## config.mk

```make
export PLATFORM = sky130hd
export DESIGN_NAME = tt_mux_ctrl
export DESIGN_NICKNAME = d
export VERILOG_FILES = /design/src/rtl/tt_mux_pkg.sv /design/src/rtl/tt_mux_pin_sync.sv /design/src/rtl/tt_mux_ctrl.sv
export SDC_FILE = /design/constraint.sdc
export NUM_CORES = 1
export LEC_CHECK = 0
export BUFFER_PORTS_ARGS = -buffer_cell sky130_fd_sc_hd__buf_4
export CORE_ASPECT_RATIO = 1.5
export CORE_MARGIN = 2
export CORE_UTILIZATION = 25
export CTS_CLUSTER_SIZE = 10
export DETAILED_ROUTE_END_ITERATION = 6
export HOLD_SLACK_MARGIN = 0.02
export PLACE_DENSITY = 0.39
export RECOVER_POWER = 50
export SLEW_MARGIN = 10
export SYNTH_ARGS = -nofsm -noshare
export SYNTH_HDL_FRONTEND = slang
export SYNTH_SLANG_ARGS = --single-unit
```

## constraint.sdc

```tcl
create_clock -name clk -period 2.1 [get_ports clk]
set_clock_uncertainty 0.15 [all_clocks]
set_input_delay 0.42 -clock clk [delete_from_list [all_inputs] [get_ports clk]]
set_output_delay 0.42 -clock clk [all_outputs]
set_load 0.01 [all_outputs]
```

## src/rtl/tt_mux_pkg.sv

```systemverilog
// tt_mux_pkg: shared definitions for the project-select controller.
//   state_e        : switch-sequence states (OFF, ISOLATE, RESET, RUN)
//   *_DEF          : default parameter values for tt_mux_ctrl
//   addr_t         : project address at the default address width
package tt_mux_pkg;

  localparam int N_PROJ_DEF     = 24;
  localparam int ADDR_W_DEF     = 5;
  localparam int RST_CYCLES_DEF = 4;

  typedef enum logic [1:0] {
    ST_OFF     = 2'd0,
    ST_ISOLATE = 2'd1,
    ST_RESET   = 2'd2,
    ST_RUN     = 2'd3
  } state_e;

  typedef logic [ADDR_W_DEF-1:0] addr_t;

endpackage

```

## src/rtl/tt_mux_pin_sync.sv

```systemverilog
// tt_mux_pin_sync: brings one asynchronous pad signal into the clk domain.
// Ports:
//   clk, rst_n : system clock, asynchronous active-low reset
//   pin_i      : raw pad input, asynchronous to clk
//   level_o    : synchronised level (2-flop synchroniser output)
//   pulse_o    : registered 1-cycle pulse on a synchronised rising edge,
//                high 3 clk edges after the pad edge is first captured
module tt_mux_pin_sync (
  input  logic clk,
  input  logic rst_n,
  input  logic pin_i,
  output logic level_o,
  output logic pulse_o
);

  logic meta_q;
  logic sync_q;
  logic prev_q;
  logic pulse_q;

  always_ff @(posedge clk or negedge rst_n) begin
    if (!rst_n) begin
      meta_q  <= 1'b0;
      sync_q  <= 1'b0;
      prev_q  <= 1'b0;
      pulse_q <= 1'b0;
    end else begin
      meta_q  <= pin_i;
      sync_q  <= meta_q;
      prev_q  <= sync_q;
      pulse_q <= sync_q & ~prev_q;
    end
  end

  assign level_o = sync_q;
  assign pulse_o = pulse_q;

endmodule

```

## src/rtl/tt_mux_ctrl.sv

```systemverilog
// tt_mux_ctrl: project-select controller for the multiplexed project array.
// A host shifts a project address in MSB first on ctrl_sclk/ctrl_data and
// commits it with a ctrl_load rising edge. A valid address runs a
// break-before-make switch: ISOLATE (everything off, 1 cycle), RESET (new
// project enabled but held in reset for RST_CYCLES cycles), RUN (released,
// pin mux enabled). An invalid address turns everything off and sets err.
// Ports:
//   clk, rst_n  : system clock, asynchronous active-low reset
//   ctrl_sclk   : serial shift clock from pad (async)
//   ctrl_data   : serial address bit from pad (async)
//   ctrl_load   : load strobe from pad (async), rising edge commits address
//   proj_ena    : one-hot project enable, zero when nothing is selected
//   proj_rst_n  : per-project active-low reset
//   mux_sel     : pin mux select index
//   mux_valid   : pin mux may drive outputs
//   busy        : switch sequence in progress
//   err         : last load carried an out-of-range address (sticky)
module tt_mux_ctrl
  import tt_mux_pkg::*;
#(
  parameter int N_PROJ     = N_PROJ_DEF,
  parameter int ADDR_W     = ADDR_W_DEF,
  parameter int RST_CYCLES = RST_CYCLES_DEF
) (
  input  logic              clk,
  input  logic              rst_n,
  input  logic              ctrl_sclk,
  input  logic              ctrl_data,
  input  logic              ctrl_load,
  output logic [N_PROJ-1:0] proj_ena,
  output logic [N_PROJ-1:0] proj_rst_n,
  output logic [ADDR_W-1:0] mux_sel,
  output logic              mux_valid,
  output logic              busy,
  output logic              err
);

  localparam int                CNT_W    = $clog2(RST_CYCLES + 1);
  localparam logic [CNT_W-1:0]  CNT_LOAD = CNT_W'(RST_CYCLES - 1);
  localparam logic [ADDR_W:0]   N_LIM    = (ADDR_W + 1)'(N_PROJ);

  // Synchronised pad signals
  logic sclk_pulse;
  logic load_pulse;
  logic data_level;
  logic sclk_level_unused;
  logic load_level_unused;
  logic data_pulse_unused;

  tt_mux_pin_sync u_sync_sclk (
    .clk     (clk),
    .rst_n   (rst_n),
    .pin_i   (ctrl_sclk),
    .level_o (sclk_level_unused),
    .pulse_o (sclk_pulse)
  );

  tt_mux_pin_sync u_sync_data (
    .clk     (clk),
    .rst_n   (rst_n),
    .pin_i   (ctrl_data),
    .level_o (data_level),
    .pulse_o (data_pulse_unused)
  );

  tt_mux_pin_sync u_sync_load (
    .clk     (clk),
    .rst_n   (rst_n),
    .pin_i   (ctrl_load),
    .level_o (load_level_unused),
    .pulse_o (load_pulse)
  );

  function automatic logic addr_ok(input logic [ADDR_W-1:0] a);
    return ({1'b0, a} < N_LIM);
  endfunction

  // Decode by comparison so an address beyond N_PROJ never indexes out of range.
  function automatic logic [N_PROJ-1:0] onehot(input logic [ADDR_W-1:0] idx);
    logic [N_PROJ-1:0] v;
    v = '0;
    for (int i = 0; i < N_PROJ; i++) begin
      if (idx == ADDR_W'(i)) v[i] = 1'b1;
    end
    return v;
  endfunction

  // Address shift register. The FSM reads shreg_q, so a load landing in the
  // same cycle as a shift sees the value from before that shift.
  logic [ADDR_W-1:0] shreg_q;
  logic [ADDR_W-1:0] shreg_d;

  always_comb begin
    shreg_d = shreg_q;
    if (sclk_pulse) shreg_d = {shreg_q[ADDR_W-2:0], data_level};
  end

  always_ff @(posedge clk or negedge rst_n) begin
    if (!rst_n) shreg_q <= '0;
    else        shreg_q <= shreg_d;
  end

  // Switch sequencer with registered outputs: each transition writes the
  // output values of the state being entered.
  state_e            state_q;
  logic [ADDR_W-1:0] target_q;
  logic [CNT_W-1:0]  cnt_q;
  logic [N_PROJ-1:0] proj_ena_q;
  logic [N_PROJ-1:0] proj_rst_n_q;
  logic [ADDR_W-1:0] mux_sel_q;
  logic              mux_valid_q;
  logic              busy_q;
  logic              err_q;

  always_ff @(posedge clk or negedge rst_n) begin
    if (!rst_n) begin
      state_q      <= ST_OFF;
      target_q     <= '0;
      cnt_q        <= '0;
      proj_ena_q   <= '0;
      proj_rst_n_q <= '0;
      mux_sel_q    <= '0;
      mux_valid_q  <= 1'b0;
      busy_q       <= 1'b0;
      err_q        <= 1'b0;
    end else if (load_pulse) begin
      // A load preempts any state; everything is isolated first.
      proj_ena_q   <= '0;
      proj_rst_n_q <= '0;
      mux_valid_q  <= 1'b0;
      cnt_q        <= '0;
      if (addr_ok(shreg_q)) begin
        state_q   <= ST_ISOLATE;
        target_q  <= shreg_q;
        mux_sel_q <= shreg_q;
        busy_q    <= 1'b1;
        err_q     <= 1'b0;
      end else begin
        state_q   <= ST_OFF;
        mux_sel_q <= '0;
        busy_q    <= 1'b0;
        err_q     <= 1'b1;
      end
    end else begin
      case (state_q)
        ST_ISOLATE: begin
          state_q    <= ST_RESET;
          cnt_q      <= CNT_LOAD;
          proj_ena_q <= onehot(target_q);
        end
        ST_RESET: begin
          if (cnt_q == '0) begin
            state_q      <= ST_RUN;
            proj_rst_n_q <= onehot(target_q);
            mux_valid_q  <= 1'b1;
            busy_q       <= 1'b0;
          end else begin
            cnt_q <= cnt_q - CNT_W'(1);
          end
        end
        default: begin
          // OFF and RUN hold until the next load.
        end
      endcase
    end
  end

  assign proj_ena   = proj_ena_q;
  assign proj_rst_n = proj_rst_n_q;
  assign mux_sel    = mux_sel_q;
  assign mux_valid  = mux_valid_q;
  assign busy       = busy_q;
  assign err        = err_q;

endmodule

```

==> flow_metrics.py, run 1 <==
metrics = {
    "synthesis": {
        "synthArstFlopShare_pct": 100,
        "synth-seq-area-share_pct": 63.6,
        "avgSynthCellArea_um2": 11.8,
        "yosysTopAreaCellShare_pct": 63.6,
        "synth_area_leaders": "dfrtp_1, o31ai_1, nand2_1",
        "synth_flop_cell": "dfrtp_1",
        "synth.most_common_cell": "dfrtp_1",
        "synth_top_cell_by_area": "dfrtp_1",
        "yosys_warnings": 0,
        "yosys-top-cells-count": "dfrtp_1, o31ai_1, nand2_1",
        "synth_edf_count": 0,
        "syn_nets": 280,
        "synth_cell_type_count": 34,
        "ys_ff_latch": 81,
        "netlist_instances": 270,
        "syn_area_um2": 3190,
    },
    "pwr": {
        "power.share.switching_pct": 34.7,
        "totalPowerFinal_mw": 5.33,
        "p_int_mw": 3.48,
        "power_switching_mw": 1.85,
        "p_leak_nw": 1.94,
        "vdd.ir_drop.worst_mv": 0.502,
        "clkPwrFrac_pct": 29.5,
        "power_frac_seq_pct": 39.6,
        "power_density_nw_per_um2": 1280,
        "combinationalPowerShare_pct": 30.8,
    },
    "place": {
        "gp_congestion": 0.703,
        "place_hpwl_mm": 5.68,
        "io_buffers": 60,
        "dp_cells": 485,
    },
    "floorplan": {
        "coreArea_um2": 12400,
        "die_w_um": 96.2,
        "ios": 61,
        "start_util_pct": 25.6,
        "die_y_um": 142,
        "rows": 50,
        "fp.dieArea_um2": 13700,
    },
    "clock_network": {
        "cts_tree": "yes",
        "clock-sinks": 81,
        "cts-root-buf": "clkbuf_16",
        "path_clk_slew_ns": 0.06,
        "cts.htree.levels": 3,
        "cts_buffers": 9,
        "ctsLongestPathBuffers": 2,
        "clk_latency_ns": 0.34,
    },
    "global_routing": {
        "use_met1_pct": 16.9,
        "grt_usage_pct": 12.8,
        "grt_pass1_wl_mm": 13.0,
        "antenna_found_initial": 0,
        "grt.met3_usage_pct": 1.96,
        "overflow": 0,
        "grt_pass1_vias": 2269,
        "grt_max_degree": 41,
        "use_met2_pct": 20.2,
        "busiest_layer": "met2",
    },
    "worst_setup_path": {
        "cp-end-kind": "flop",
        "r2r_cells": 6,
        "reg2reg_slack_ns": 0.28,
        "critPathMaxFanout": 7,
        "reg2reg_to": "cnt_q[2]",
        "cp-endpoint": "cnt_q[2]",
        "crit_path_start_kind": "flop",
        "critPathRequiredTime_ns": 2.22,
        "crit_arrival_ns": 1.94,
        "crit_type": "reg -> reg",
        "r2r-start": "cnt_q[0]",
        "crit_start": "cnt_q[0]",
    },
    "timing": {
        "max_slew_margin_pct": 33.3,
        "max_freq_mhz": 550,
        "final_max_slew_viol_count": 0,
        "fin_crit_ns": 1.82,
        "final_hold_viol_count": 0,
        "setup_viol": 0,
        "tightestPinTransition_ns": 1.00,
        "finalSetupTns_ns": 0,
        "rsz0062_at_grt": "no",
        "layout_worst_path_cycle_share_pct": 86.6,
        "timing.hold.ws_ns": 0.0607,
    },
    "layout": {
        "instances_no_fill": 502,
        "syn2layout_area_growth_pct": 30.5,
        "fillers": 1280,
        "nets": 351,
        "layout-drive-gt1-share_pct": 25.7,
        "diodes": 0,
    },
    "route": {
        "detail_route.wl_per_cell_um": 16.1,
        "drt_pass1_iterations": 4,
        "drt_drc_violations_left": 0,
        "drt_iter0_drc": 150,
        "detailroute.via_count": 2286,
        "avgViaCountPerCell": 4.55,
        "wl_mm": 8.07,
        "ant_nets": 0,
    },
    "job": {
        "drv_cap": 0,
    },
    "worst_hold_path": {
        "hold_class": "in -> reg",
    },
    "outcome": {
        "status": "complete, no violations",
    },
}
-- final cells by class --
cell class	instances	area, µm²	area share (%)
clock buffer	11	243	5.83
inverter	17	63.8	1.53
clock inverter	5	53.8	1.29
multi-input combinational	157	1030	24.8
timing repair buffer	75	547	13.1
sequential	81	2030	48.7
tap	156	195	4.69
-- cells by family after synthesis --
logic type / Yosys count / synth area share, %
flip-flops: 81 / 63.6
AND/OR/NAND/NOR: 78 / 12.0
AO/OA/AOI/OAI: 69 / 16.4
buffers and inverters: 32 / 4.28
multiplexers: 5 / 1.77
adder cells (fa/ha/maj): 5 / 1.96
-- state kept, by name, summed over array words and instances, names as in the netlist, 2 cells and up --
register,count
mux_sel,5
cnt_q,3
target_q,5
state_q,2
proj_rst_n,24
shreg_q,5
proj_ena,24
-- critical path, cell delays in order (launching register included) --
cell	delay, ns
dfrtp_1	0.34
inv_1	0.07
ha_1	0.22
and3b_1	0.22
buf_4	0.17
or4_4	0.47
a21oi_2	0.12
-- timing repair --
action	CTS	global route
hold endpoints to repair	35	0
endpoints found under the setup margin	3	0
setup buffers	0	0
hold buffers	1	0
gates resized for setup	1	0
-- cell usage in the layout, fill, tap and decap left out, types with 7 or more instances in the layout --
cell        n
nor2_1     13
nand3_1    18
clkbuf_16   9
a22o_1      9
o21ai_0     7
inv_1      17
nand2_1    27
o31ai_1    32
clkbuf_1   12
buf_4      57
dfrtp_1    81
nor2b_1     7
-- through the flow --
stage | utilization (%) | worst slack (ns) | cell area, µm²
after detailed placement | 31.3 | -0.0108 | 3890
after CTS | 33.8 | 0.270 | 4200
final | 33.4 | 0.282 | 4160
after global routing | 33.4 | 0.202 | 4160
after floorplan | - | 0.383 | 3190
after global placement | 31.3 | 0.0484 | 3890
-- worst min-delay path by stage --
stage / from / cells after the start / end / slack [ns]
floorplan: rst_n / 0 / busy / -0.03
global placement: u_sync_data.meta_q / 0 / u_sync_data.level_o / 0.18
detailed placement: u_sync_sclk.meta_q / 0 / u_sync_sclk.level_o / 0.19
CTS: ctrl_data / 1 / u_sync_data.meta_q / 0.03
global route: ctrl_data / 1 / u_sync_data.meta_q / 0.05
finish: ctrl_data / 1 / u_sync_data.meta_q / 0.06
-- power by group through the flow --
stage	registers [mW]	clock network, mW	logic, mW
finish	2.11	1.57	1.64
global route	2.16	1.69	1.85
CTS	2.12	1.62	1.71
detailed placement	2.15	0	1.70
global placement	2.14	0	1.69
floorplan	2.15	0	0.933
-- per-layer routing --
metal	share of wire [%]	routed length (µm)	vias to the layer above
li1	-	-	1100
met1	44	3530	1120
met2	50	4030	55
met3	4.0	319	11
met4	2.3	189	0
met5	0	0	-
Power figures use the tool's default switching activity.
==> inputs of run 2 (changes only) <==
- PLACE_DENSITY: 0.39 -> 0.41
- clock period: 2.1 -> 1.5 ns (I/O delays scaled with it)
==> flow_metrics.py, run 2 (synthesis gave the netlist of run 1 again) <==
metrics = {
    "worst_setup_path": {
        "r2r-start": "state_q[1]",
        "reg2reg_slack_ns": -0.10,
        "critPathMaxFanout": 4,
        "crit_type": "reg -> reg",
        "critPathRequiredTime_ns": 1.61,
        "crit_path_start_kind": "flop",
        "cp-end-kind": "flop",
        "reg2reg_to": "cnt_q[2]",
        "crit_arrival_ns": 1.72,
        "r2r_cells": 4,
    },
    "timing": {
        "setup_slack_ns": -0.105,
        "final_hold_viol_count": 0,
        "max_freq_mhz": 623,
        "timing.hold.ws_ns": 0.196,
        "max_slew_margin_pct": 73.2,
        "tightestPinTransition_ns": 0.401,
        "fin_crit_ns": 1.60,
        "setup_viol": 52,
        "rsz0062_at_grt": "yes",
        "layout_worst_path_cycle_share_pct": 107,
        "final_max_slew_viol_count": 0,
    },
    "layout": {
        "finish.utilization_pct": 36.7,
        "layout-drive-gt1-share_pct": 40.1,
        "mostFrequentLayoutCells": "buf_4, dfrtp_1, nand2_1, o31ai_1, nand3_1",
        "diodes": 0,
        "syn2layout_area_growth_pct": 43.3,
        "nets": 376,
        "final_common_cell": "buf_4",
    },
    "clock_network": {
        "cts_tree": "yes",
        "path_clk_slew_ns": 0.06,
        "cts-root-buf": "clkbuf_16",
        "clk_latency_ns": 0.33,
        "ctsLongestPathBuffers": 2,
        "cts_buffers": 9,
        "cts.htree.levels": 3,
        "clock-sinks": 81,
    },
    "floorplan": {
        "coreArea_um2": 12400,
        "die_w_um": 96.2,
        "rows": 50,
        "start_util_pct": 25.6,
        "ios": 61,
        "fp.dieArea_um2": 13700,
        "die_y_um": 142,
    },
    "place": {
        "gp_congestion": 0.712,
        "place_hpwl_mm": 5.81,
        "preCtsSetupSlack_ns": -0.179,
        "io_buffers": 60,
    },
    "pwr": {
        "power_switching_mw": 2.80,
        "p_int_mw": 5.17,
        "power.share.switching_pct": 35.1,
        "power_density_nw_per_um2": 1740,
        "vdd.ir_drop.worst_mv": 0.746,
        "power_frac_seq_pct": 37.3,
        "combinationalPowerShare_pct": 37.5,
        "clkPwrFrac_pct": 25.2,
        "p_leak_nw": 2.14,
    },
    "route": {
        "avgViaCountPerCell": 4.58,
        "detail_route.wl_per_cell_um": 15.8,
        "ant_nets": 0,
        "drt_drc_violations_left": 0,
        "wl_mm": 8.31,
        "drt_pass1_iterations": 4,
        "detailroute.via_count": 2406,
        "drt_iter0_drc": 85,
    },
    "job": {
        "drv_cap": 0,
    },
    "outcome": {
        "violations": "negative setup slack",
        "status": "finished with violations",
    },
    "global_routing": {
        "grt_usage_pct": 13.0,
        "grt_pass1_vias": 2434,
        "grt_max_degree": 41,
        "overflow": 0,
        "grt_pass1_wl_mm": 13.5,
        "antenna_found_initial": 0,
    },
    "worst_hold_path": {
        "hold_class": "reg -> reg",
        "hp-start": "u_sync_data.meta_q",
        "hold_depth": 0,
        "hold_end": "u_sync_data.level_o",
    },
}
==> run 2: layout make-up <==
cell class | count | area (µm²)
Clock buffer | 11 | 253
Clock inverter | 3 | 17.5
Sequential cell | 81 | 2030
Multi-Input combinational cell | 157 | 1190
Fill cell | 1236 | 7880
Inverter | 17 | 63.8
Timing Repair Buffer | 100 | 821
Tap cell | 156 | 195
==> run 2: per-layer routing <==
layer	routed length (µm)	part of all wire [%]	global-route usage, %
met4	173	2.1	6.32
met1	3600	43	17.3
met2	4220	51	20.6
met5	0	0	0
met3	320	3.9	2.01
==> run 2: power groups by stage <==
stage	Sequential, mW	Clock [mW]	Combinational [mW]
6_report	2.97	2.01	2.99
5_1_grt	3.04	2.17	3.32
2_1_floorplan	3.02	0	1.38
4_1_cts	2.98	2.07	2.87
3_3_place_gp	3.00	0	2.67
3_5_place_dp	3.00	0	2.70
==> run 2: critical path, stage by stage (launching register included) <==
cell and delay, ns:
dfrtp_2 0.44, ha_4 0.17, and3b_2 0.23, or4_4 0.42
a21oi_2 0.12
==> run 2: worst max path at each step <==
stage | from | to | slack [ns] | cells past startpoint
after floorplan | state_q[1] | cnt_q[2] | -0.14 | 5
after global placement | cnt_q[0] | proj_rst_n[19] | -0.14 | 6
after detailed placement | cnt_q[0] | proj_rst_n[19] | -0.18 | 6
after CTS | state_q[1] | cnt_q[2] | -0.12 | 4
after global routing | state_q[1] | proj_ena[6] | -0.16 | 7
final | state_q[1] | cnt_q[2] | -0.10 | 4
==> run 2: through the flow <==
stage	setup TNS [ns]	cell area [µm²]	instances	power (mW)
2_1_floorplan	-2.02	3220	270	4.40
3_3_place_gp	-4.79	4100	505	5.67
4_1_cts	-3.51	4490	523	7.92
3_5_place_dp	-6.26	4100	505	5.70
5_1_grt	-6.62	4570	525	8.52
6_report	-2.93	4570	525	7.97
==> run 2: timing repair <==
action                                  CTS  global route
hold endpoints to repair                 84             0
pin swaps                                 7             7
setup buffers                             0             1
gates cloned                              0             1
resized for setup                        19            14
endpoints found under the setup margin   53            53
hold buffers                              4             0
